<file path="src/rtl/chroni_pkg.sv">
// Shared definitions for the Chroni VRAM arbiter: default bus widths and the
// CPU request record that is carried through the request queue.
package chroni_pkg;

  localparam int CHRONI_ADDR_W = 11;
  localparam int CHRONI_DATA_W = 8;

  typedef struct packed {
    logic                     we;
    logic [CHRONI_ADDR_W-1:0] addr;
    logic [CHRONI_DATA_W-1:0] wdata;
  } vram_req_t;

  // Occupancy counter must represent 0..depth inclusive.
  function automatic int chroni_cnt_w(input int depth);
    return $clog2(depth) + 1;
  endfunction

endpackage

</file>
<file path="src/rtl/chroni_vram_fifo.sv">
// CPU request queue: power-of-two depth FIFO with a fall-through head so the
// arbiter can issue and pop the oldest entry in the same cycle.
module chroni_vram_fifo
  import chroni_pkg::*;
#(
  parameter int W     = 20,
  parameter int DEPTH = 4
) (
  input  logic         i_clk,
  input  logic         i_srst,
  input  logic         i_push,
  input  logic [W-1:0] i_din,
  input  logic         i_pop,
  output logic [W-1:0] o_dout,
  output logic         o_full,
  output logic         o_empty
);

  localparam int PTR_W = $clog2(DEPTH);
  localparam int CNT_W = chroni_cnt_w(DEPTH);

  logic [W-1:0]     r_mem [DEPTH];
  logic [PTR_W-1:0] r_wr_ptr;
  logic [PTR_W-1:0] r_rd_ptr;
  logic [CNT_W-1:0] r_count;

  logic w_do_push;
  logic w_do_pop;

  assign o_full    = (r_count == CNT_W'(DEPTH));
  assign o_empty   = (r_count == '0);
  assign w_do_push = i_push & ~o_full;
  assign w_do_pop  = i_pop & ~o_empty;
  assign o_dout    = r_mem[r_rd_ptr];

  always_ff @(posedge i_clk) begin
    if (w_do_push) begin
      r_mem[r_wr_ptr] <= i_din;
    end
  end

  // Pointers wrap naturally because DEPTH is a power of two.
  always_ff @(posedge i_clk) begin
    if (i_srst) begin
      r_wr_ptr <= '0;
      r_rd_ptr <= '0;
      r_count  <= '0;
    end else begin
      if (w_do_push) begin
        r_wr_ptr <= r_wr_ptr + 1'b1;
      end
      if (w_do_pop) begin
        r_rd_ptr <= r_rd_ptr + 1'b1;
      end
      case ({w_do_push, w_do_pop})
        2'b10:   r_count <= r_count + 1'b1;
        2'b01:   r_count <= r_count - 1'b1;
        default: r_count <= r_count;
      endcase
    end
  end

endmodule

</file>
<file path="src/rtl/chroni_vram_arb.sv">
// Single-port VRAM arbiter: video reads win every cycle they are requested,
// queued CPU reads/writes fill the remaining cycles in arrival order.
module chroni_vram_arb
  import chroni_pkg::*;
#(
  parameter int ADDR_W     = CHRONI_ADDR_W,
  parameter int DATA_W     = CHRONI_DATA_W,
  parameter int FIFO_DEPTH = 4
) (
  input  logic              vga_clk,
  input  logic              reset,
  input  logic              vid_req,
  input  logic [ADDR_W-1:0] vid_addr,
  output logic [DATA_W-1:0] vid_data,
  input  logic              cpu_we,
  input  logic              cpu_re,
  input  logic [ADDR_W-1:0] cpu_addr,
  input  logic [DATA_W-1:0] cpu_wdata,
  output logic              cpu_ready,
  output logic [DATA_W-1:0] cpu_rdata,
  output logic              cpu_rvalid,
  output logic              ovf_err,
  output logic [ADDR_W-1:0] mem_addr,
  output logic              mem_we,
  output logic [DATA_W-1:0] mem_wdata,
  input  logic [DATA_W-1:0] mem_rdata
);

  localparam int ENT_W = 1 + ADDR_W + DATA_W;

  logic              w_req;
  logic              w_push;
  logic              w_pop;
  logic              w_full;
  logic              w_empty;
  logic [ENT_W-1:0]  w_push_ent;
  logic [ENT_W-1:0]  w_head;
  logic              w_head_we;
  logic [ADDR_W-1:0] w_head_addr;
  logic [DATA_W-1:0] w_head_wdata;
  logic              w_rvalid;

  logic [ADDR_W-1:0] r_last_addr;
  logic [DATA_W-1:0] r_last_wdata;
  logic [DATA_W-1:0] r_rdata;
  logic              r_rd_pend;
  logic              r_ovf;

  // A simultaneous write+read request is stored as a write.
  assign w_req      = cpu_we | cpu_re;
  assign cpu_ready  = ~w_full;
  assign w_push     = w_req & ~w_full;
  assign w_push_ent = {cpu_we, cpu_addr, cpu_wdata};
  assign w_pop      = ~reset & ~vid_req & ~w_empty;

  assign w_head_we    = w_head[ENT_W-1];
  assign w_head_addr  = w_head[DATA_W +: ADDR_W];
  assign w_head_wdata = w_head[DATA_W-1:0];

  chroni_vram_fifo #(
    .W     (ENT_W),
    .DEPTH (FIFO_DEPTH)
  ) u_fifo (
    .i_clk   (vga_clk),
    .i_srst  (reset),
    .i_push  (w_push),
    .i_din   (w_push_ent),
    .i_pop   (w_pop),
    .o_dout  (w_head),
    .o_full  (w_full),
    .o_empty (w_empty)
  );

  always_comb begin
    mem_addr  = r_last_addr;
    mem_we    = 1'b0;
    mem_wdata = r_last_wdata;
    if (vid_req) begin
      mem_addr = vid_addr;
    end else if (w_pop) begin
      mem_addr = w_head_addr;
      mem_we   = w_head_we;
      if (w_head_we) begin
        mem_wdata = w_head_wdata;
      end
    end
  end

  // Read data arrives combinationally the cycle after issue; the reset gate
  // suppresses a return for a read that was in flight when reset hit.
  assign w_rvalid   = r_rd_pend & ~reset;
  assign cpu_rvalid = w_rvalid;
  assign cpu_rdata  = w_rvalid ? mem_rdata : r_rdata;
  assign vid_data   = mem_rdata;
  assign ovf_err    = r_ovf;

  always_ff @(posedge vga_clk) begin
    if (reset) begin
      r_last_addr  <= '0;
      r_last_wdata <= '0;
      r_rdata      <= '0;
      r_rd_pend    <= 1'b0;
      r_ovf        <= 1'b0;
    end else begin
      r_last_addr  <= mem_addr;
      r_last_wdata <= mem_wdata;
      r_rd_pend    <= w_pop & ~w_head_we;
      if (w_rvalid) begin
        r_rdata <= mem_rdata;
      end
      if (w_req & w_full) begin
        r_ovf <= 1'b1;
      end
    end
  end

endmodule

</file>
<file path="config.mk">
export PLATFORM = sky130hd
export DESIGN_NAME = chroni_vram_arb
export DESIGN_NICKNAME = d
export VERILOG_FILES = /design/src/rtl/chroni_pkg.sv /design/src/rtl/chroni_vram_fifo.sv /design/src/rtl/chroni_vram_arb.sv
export SDC_FILE = /design/constraint.sdc
export NUM_CORES = 1
export LEC_CHECK = 0
export BUFFER_PORTS_ARGS = -buffer_cell sky130_fd_sc_hd__buf_2
export CAP_MARGIN = 5
export CORE_MARGIN = 2
export CORE_UTILIZATION = 30
export DETAILED_ROUTE_END_ITERATION = 7
export GPL_TIMING_DRIVEN = 1
export RECOVER_POWER = 50
export SYNTH_ARGS = -nofsm -noshare
export SYNTH_HDL_FRONTEND = slang
export SYNTH_SLANG_ARGS = --single-unit
export TNS_END_PERCENT = 5
</file>
<file path="constraint.sdc">
create_clock -name vga_clk -period 6.9 [get_ports vga_clk]
set_clock_uncertainty 0.05 [all_clocks]
set_input_delay 1.035 -clock vga_clk [delete_from_list [all_inputs] [get_ports vga_clk]]
set_output_delay 1.035 -clock vga_clk [all_outputs]
set_load 0.05 [all_outputs]
</file>
Word-level counts from Yosys, hierarchy flattened
Memories as Yosys holds them, arrays and structs flattened. A register that Yosys moved wholly into a read port is not among the register bits.
Cells that the tools add are included.
{"block": "op_classes", "add_sub_neg": 4, "n_eq_ne": 3, "muxes": 13, "n_bitwise": 14, "reduce_logical": 2}
{"operator": "8-bit two-way mux", "n": 4}
{"operator": "11-bit two-way mux", "n": 2}
{"operator": "1-bit bitwise AND", "n": 8}
{"operator": "3-bit one-hot mux with 2 select lines", "n": 1}
{"operator": "1-bit NOT", "n": 5}
{"operator": "2-bit by 1-bit adder with 2-bit output (second input constant)", "n": 2}
{"operator": "1-bit two-way mux", "n": 4}
{"operator": "2-bit two-way mux", "n": 2}
{"operator": "3-bit by 1-bit adder with 3-bit output (second input constant)", "n": 1}
{"operator": "3-bit == test (second input constant)", "n": 1}
{"operator": "3-bit zero test", "n": 1}
{"operator": "3-bit by 1-bit subtractor with 3-bit output (second input constant)", "n": 1}
{"operator": "2-bit by 1-bit == test with 1-bit output (second input constant)", "n": 1}
{"operator": "2-bit == test (second input constant)", "n": 1}
{"operator": "2-bit nonzero test", "n": 1}
{"operator": "1-bit OR", "n": 1}
{"block": "totals", "ff_bits": 36, "ram_bits": 80, "in_bits": 43, "wordCells": 45, "memories": 1}
{"memory": "u_fifo.r_mem", "depth": 4, "width": 20, "read_ports": 1, "rd_clocked_by_memory_dff": 1, "write_ports": 1, "line_no": "chroni_vram_fifo.sv:22", "source": "logic [W-1:0] r_mem [DEPTH];"}

Depth between registers and ports, before layout
{"block": "depth", "ltp_word": 6, "depth_mapped": 9, "mapped_depth_nobuf": 9}

Modules after synthesis
A second synthesis with hierarchy kept.
{"block": "unflattened", "hier_cells": 338, "hier_area_um2": 5062.4}
{"mod": "chroni_vram_fifo", "instances": 1, "cells_per_inst": 158, "area_per_inst_um2": 3362.0, "seq_area_each_um2": 2582.5}
{"mod": "chroni_vram_arb", "instances": 1, "cells_per_inst": 180, "area_per_inst_um2": 1700.4, "seq_area_each_um2": 580.6}

Least setup slack after synthesis
Ideal clock, no wire load.
{"block": "synth_path", "path_kind": "input port to output port", "start": "in reset", "end": "out mem_addr[0]", "t_arrival_ns": 2.575, "t_required_ns": 5.815, "slack_ns": 3.240, "stages": 4, "cell_sequence": "clkbuf_1 > clkbuf_1 > o21ai_0 > a31oi_1"}
{"block": "synth_via", "elab_chain_len": 5}
{"item": "from (decl)", "line_no": "chroni_vram_arb.sv:11", "source": "input logic reset,"}
{"item": "1-bit NOT", "line_no": "chroni_vram_arb.sv:54", "source": "assign w_pop = ~reset & ~vid_req & ~w_empty;"}
{"item": "1-bit bitwise AND (2 in a row)", "line_no": "chroni_vram_arb.sv:54"}
{"item": "11-bit two-way mux", "line_no": "chroni_vram_arb.sv:80", "source": "end else if (w_pop) begin"}
{"item": "11-bit two-way mux", "line_no": "chroni_vram_arb.sv:78", "source": "if (vid_req) begin"}
{"item": "to (decl)", "line_no": "chroni_vram_arb.sv:23", "source": "output logic [ADDR_W-1:0] mem_addr,"}
No other way between the ends.

Worst setup path in the final report
{"block": "layout_path", "start": "in reset", "end": "out mem_wdata[6]"}
{"block": "layout_via", "elab_chain_len": 5}
{"item": "1-bit NOT", "line_no": "chroni_vram_arb.sv:54"}
{"item": "1-bit bitwise AND (2 in a row)", "line_no": "chroni_vram_arb.sv:54"}
{"item": "8-bit two-way mux", "line_no": "chroni_vram_arb.sv:80"}
{"item": "8-bit two-way mux", "line_no": "chroni_vram_arb.sv:78"}
{"item": "to (decl)", "line_no": "chroni_vram_arb.sv:25", "source": "output logic [DATA_W-1:0] mem_wdata,"}
No other way between the ends.

==> impl_metrics.env <==
export IMPL_core_area_um2=16000
export IMPL_vias_per_cell=4.69
export IMPL_routed_wl_um=10200
export IMPL_globalplace_congestion=0.705
export IMPL_via_count=2949
export IMPL_post_cts_buffers=0
export IMPL_drc=0
export IMPL_path_max_fanout=53
export IMPL_firstDrtPassIters=4
export IMPL_cts_hold_repair_buffers=0
export IMPL_synth_area_um2=4950
export IMPL_syn_to_final_growth_pct=22.5
export IMPL_rr_startpoint="u_fifo.r_count[2]"
export IMPL_initial_core_util=0.309
export IMPL_drive_above_1_share=0.334
export IMPL_rows=46
export IMPL_cp_end_kind="output port"
export IMPL_grt_usage=0.119
export IMPL_grt_pass1_wl_um=15700
export IMPL_synth_seq_cells=118
export IMPL_yosys_warnings=0
export IMPL_crit_required_ns=5.81
export IMPL_finalNonFillerCells=629
export IMPL_p_leak_nw=2.19
export IMPL_clock_latency_ns=0.41
export IMPL_slew_viol_final=0
export IMPL_rsz0062_at_grt="no"
export IMPL_power_density_nw_per_um2=382
export IMPL_postSynthAreaPerCell_um2=15.3
export IMPL_drt_initial_drc_count=170
export IMPL_cp_arrival_ns=3.11
export IMPL_io_buffer_count=81
export IMPL_place_inst=597
export IMPL_worst_slew_pin_slew_ns=1.49
export IMPL_clock_fmax_ghz=0.239
export IMPL_grt_overflow_total=0
export IMPL_diodes=0
export IMPL_slew_headroom=0.00373
export IMPL_wl_per_cell_um=16.3
export IMPL_grt_pass1_vias=2963
export IMPL_antenna_found_initial=0
export IMPL_status="finished clean"
export IMPL_netlist_instances=323
export IMPL_finalNetCount=449
export IMPL_yosysSeqAreaShare=0.639
export IMPL_syn_num_nets=372
export IMPL_cts_sinks=118
export IMPL_crit_type="input port to output port"
export IMPL_period_minus_slack_ns=4.19
export IMPL_crit_path_start_kind="input port"
export IMPL_post_route_period_util=0.608
export IMPL_grt_max_degree=54
export IMPL_fp_dieArea_um2=17500
export IMPL_h_tree_depth=4
export IMPL_tritoncts_num_buffers=17
export IMPL_synth_cell_type_count=36
export IMPL_io_pins=82
export IMPL_worstHoldStart="ovf_err"
export IMPL_detailed_place_hpwl_um=6580
export IMPL_tritoncts="built"
export IMPL_fp_dieH_um=132
export IMPL_critPathLaunch="reset"
export IMPL_max_cap_violations=0
export IMPL_final_antenna_net_count=0
export IMPL_final_setup_viol_count=0
export IMPL_peakVddDrop_v=0.000179
export IMPL_final_hold_violation_count=0
export IMPL_root_buffer="clkbuf_16"
export IMPL_fin_setup_tns_ns=0
export IMPL_ctsLongestPathBuffers=2
export IMPL_die_w_um=132
export IMPL_hp_class="register to register"
export IMPL_cts_resized=0
export IMPL_clk_pin_slew_ns=0.06
==> layout by cell type (no fill, tap or decap), types with 8 or more instances in the layout <==
master      n
edfxtp_1   80
dfxtp_1    38
clkbuf_1   22
nand3_1    13
inv_1       9
mux4_2     14
o21ai_0    14
mux2_2     16
mux2i_1     8
a311oi_1   12
mux2_4      8
a31oi_1    11
nor2_1     25
buf_2      61
clkbuf_16  17
nor2b_1     9
==> final cells by class <==
cell class | count | area [µm²]
fill | 1578 | 9940
sequential | 118 | 3160
multi-input combinational | 166 | 1570
clock buffer | 17 | 425
timing repair buffer | 86 | 410
tap | 216 | 270
clock inverter | 15 | 179
inverter | 11 | 48.8
==> sequential cells by signal, summed over array words and instances (netlist names), named ones only <==
register	flops
ovf_err	1
r_last_addr	11
r_last_wdata	8
r_rd_pend	1
r_rdata	8
u_fifo.r_count	3
u_fifo.r_mem	80
u_fifo.r_rd_ptr	2
u_fifo.r_wr_ptr	2
==> critical path, stage by stage <==
cell and delay [ns]:
buf_2 0.64, inv_1 0.46, nand4_4 0.31, inv_8 0.10, mux2_4 0.31, buf_2 0.21
==> per-stage QoR <==
stage / total power [W] / util / setup WS, ns / instance area [µm²] / hold slack [ns]
2_1_floorplan: 0.00133 / - / 3.24 / 4950 / 0.406
3_5_place_dp: 0.00146 / 0.343 / 2.65 / 5490 / 0.411
5_1_grt: 0.00242 / 0.379 / 2.48 / 6060 / 0.465
3_3_place_gp: 0.00144 / 0.343 / 2.74 / 5490 / 0.402
6_report: 0.00232 / 0.379 / 2.71 / 6060 / 0.427
4_1_cts: 0.00234 / 0.381 / 2.67 / 6090 / 0.426
==> final timing paths <==
| path | to | slack, ns | depth (start not counted) |
|---|---|---|---|
| setup reg to reg | u_fifo.r_mem[1][18] | 4.50 | 4 |
| setup / recovery | mem_wdata[6] | 2.71 | 6 |
| hold reg to reg | ovf_err | 0.43 | 2 |
| hold / removal | ovf_err | 0.43 | 2 |
==> metal layers <==
| layer | share of wire | GRT usage | wire [µm] |
|---|---|---|---|
| met5 | 0 | 0 | 0 |
| met4 | 0.0099 | 0.0448 | 101 |
| met3 | 0.045 | 0.0314 | 457 |
| met2 | 0.49 | 0.198 | 5040 |
| met1 | 0.45 | 0.150 | 4640 |
==> power by group <==
group          switching (W)  leakage (nW)  internal [W]
clock network       0.000317         0.287      0.000568
logic               0.000356         0.852      0.000176
registers          0.0000395          1.05      0.000860
==> cell usage after synthesis (all sizes together) <==
| library cell | count | area share |
|---|---|---|
| nand3 | 13 | 0.013 |
| o31ai | 1 | 0.0015 |
| a31oi | 11 | 0.014 |
| nor3 | 2 | 0.0030 |
| fa | 1 | 0.0040 |
| xor2 | 2 | 0.0035 |
| clkbuf | 12 | 0.0091 |
| nand4 | 1 | 0.0043 |
| nor4 | 1 | 0.0013 |
| nor2b | 9 | 0.011 |
| or2 | 1 | 0.0013 |
| edfxtp | 80 | 0.49 |
| ha | 5 | 0.013 |
| nor2 | 25 | 0.019 |
| a21oi | 7 | 0.0071 |
| mux2 | 24 | 0.061 |
| mux4 | 20 | 0.096 |
| a311oi | 12 | 0.021 |
| or4 | 1 | 0.0015 |
| buf | 16 | 0.026 |
| or3 | 2 | 0.0025 |
| clkinv | 1 | 0.00076 |
| a31o | 1 | 0.0018 |
| and3 | 4 | 0.0051 |
| mux2i | 8 | 0.016 |
| o21ai | 14 | 0.014 |
| nor3b | 1 | 0.0015 |
| inv | 10 | 0.0091 |
| dfxtp | 38 | 0.15 |
==> cell families (layout without fill, tap and decap cells) <==
kind of cell | count (synthesis) | count (layout) | share of synthesized area
xor gates and xnor gates | 2 | 2 | 0.00354
adders and majority gates | 6 | 6 | 0.0167
and+or+nand+nor | 60 | 60 | 0.0640
buffers and inverters | 39 | 129 | 0.0445
muxes | 52 | 52 | 0.172
AOI/OAI and AO/OA | 46 | 46 | 0.0597
DFF | 118 | 118 | 0.639
(Power assumes the default switching activity.)
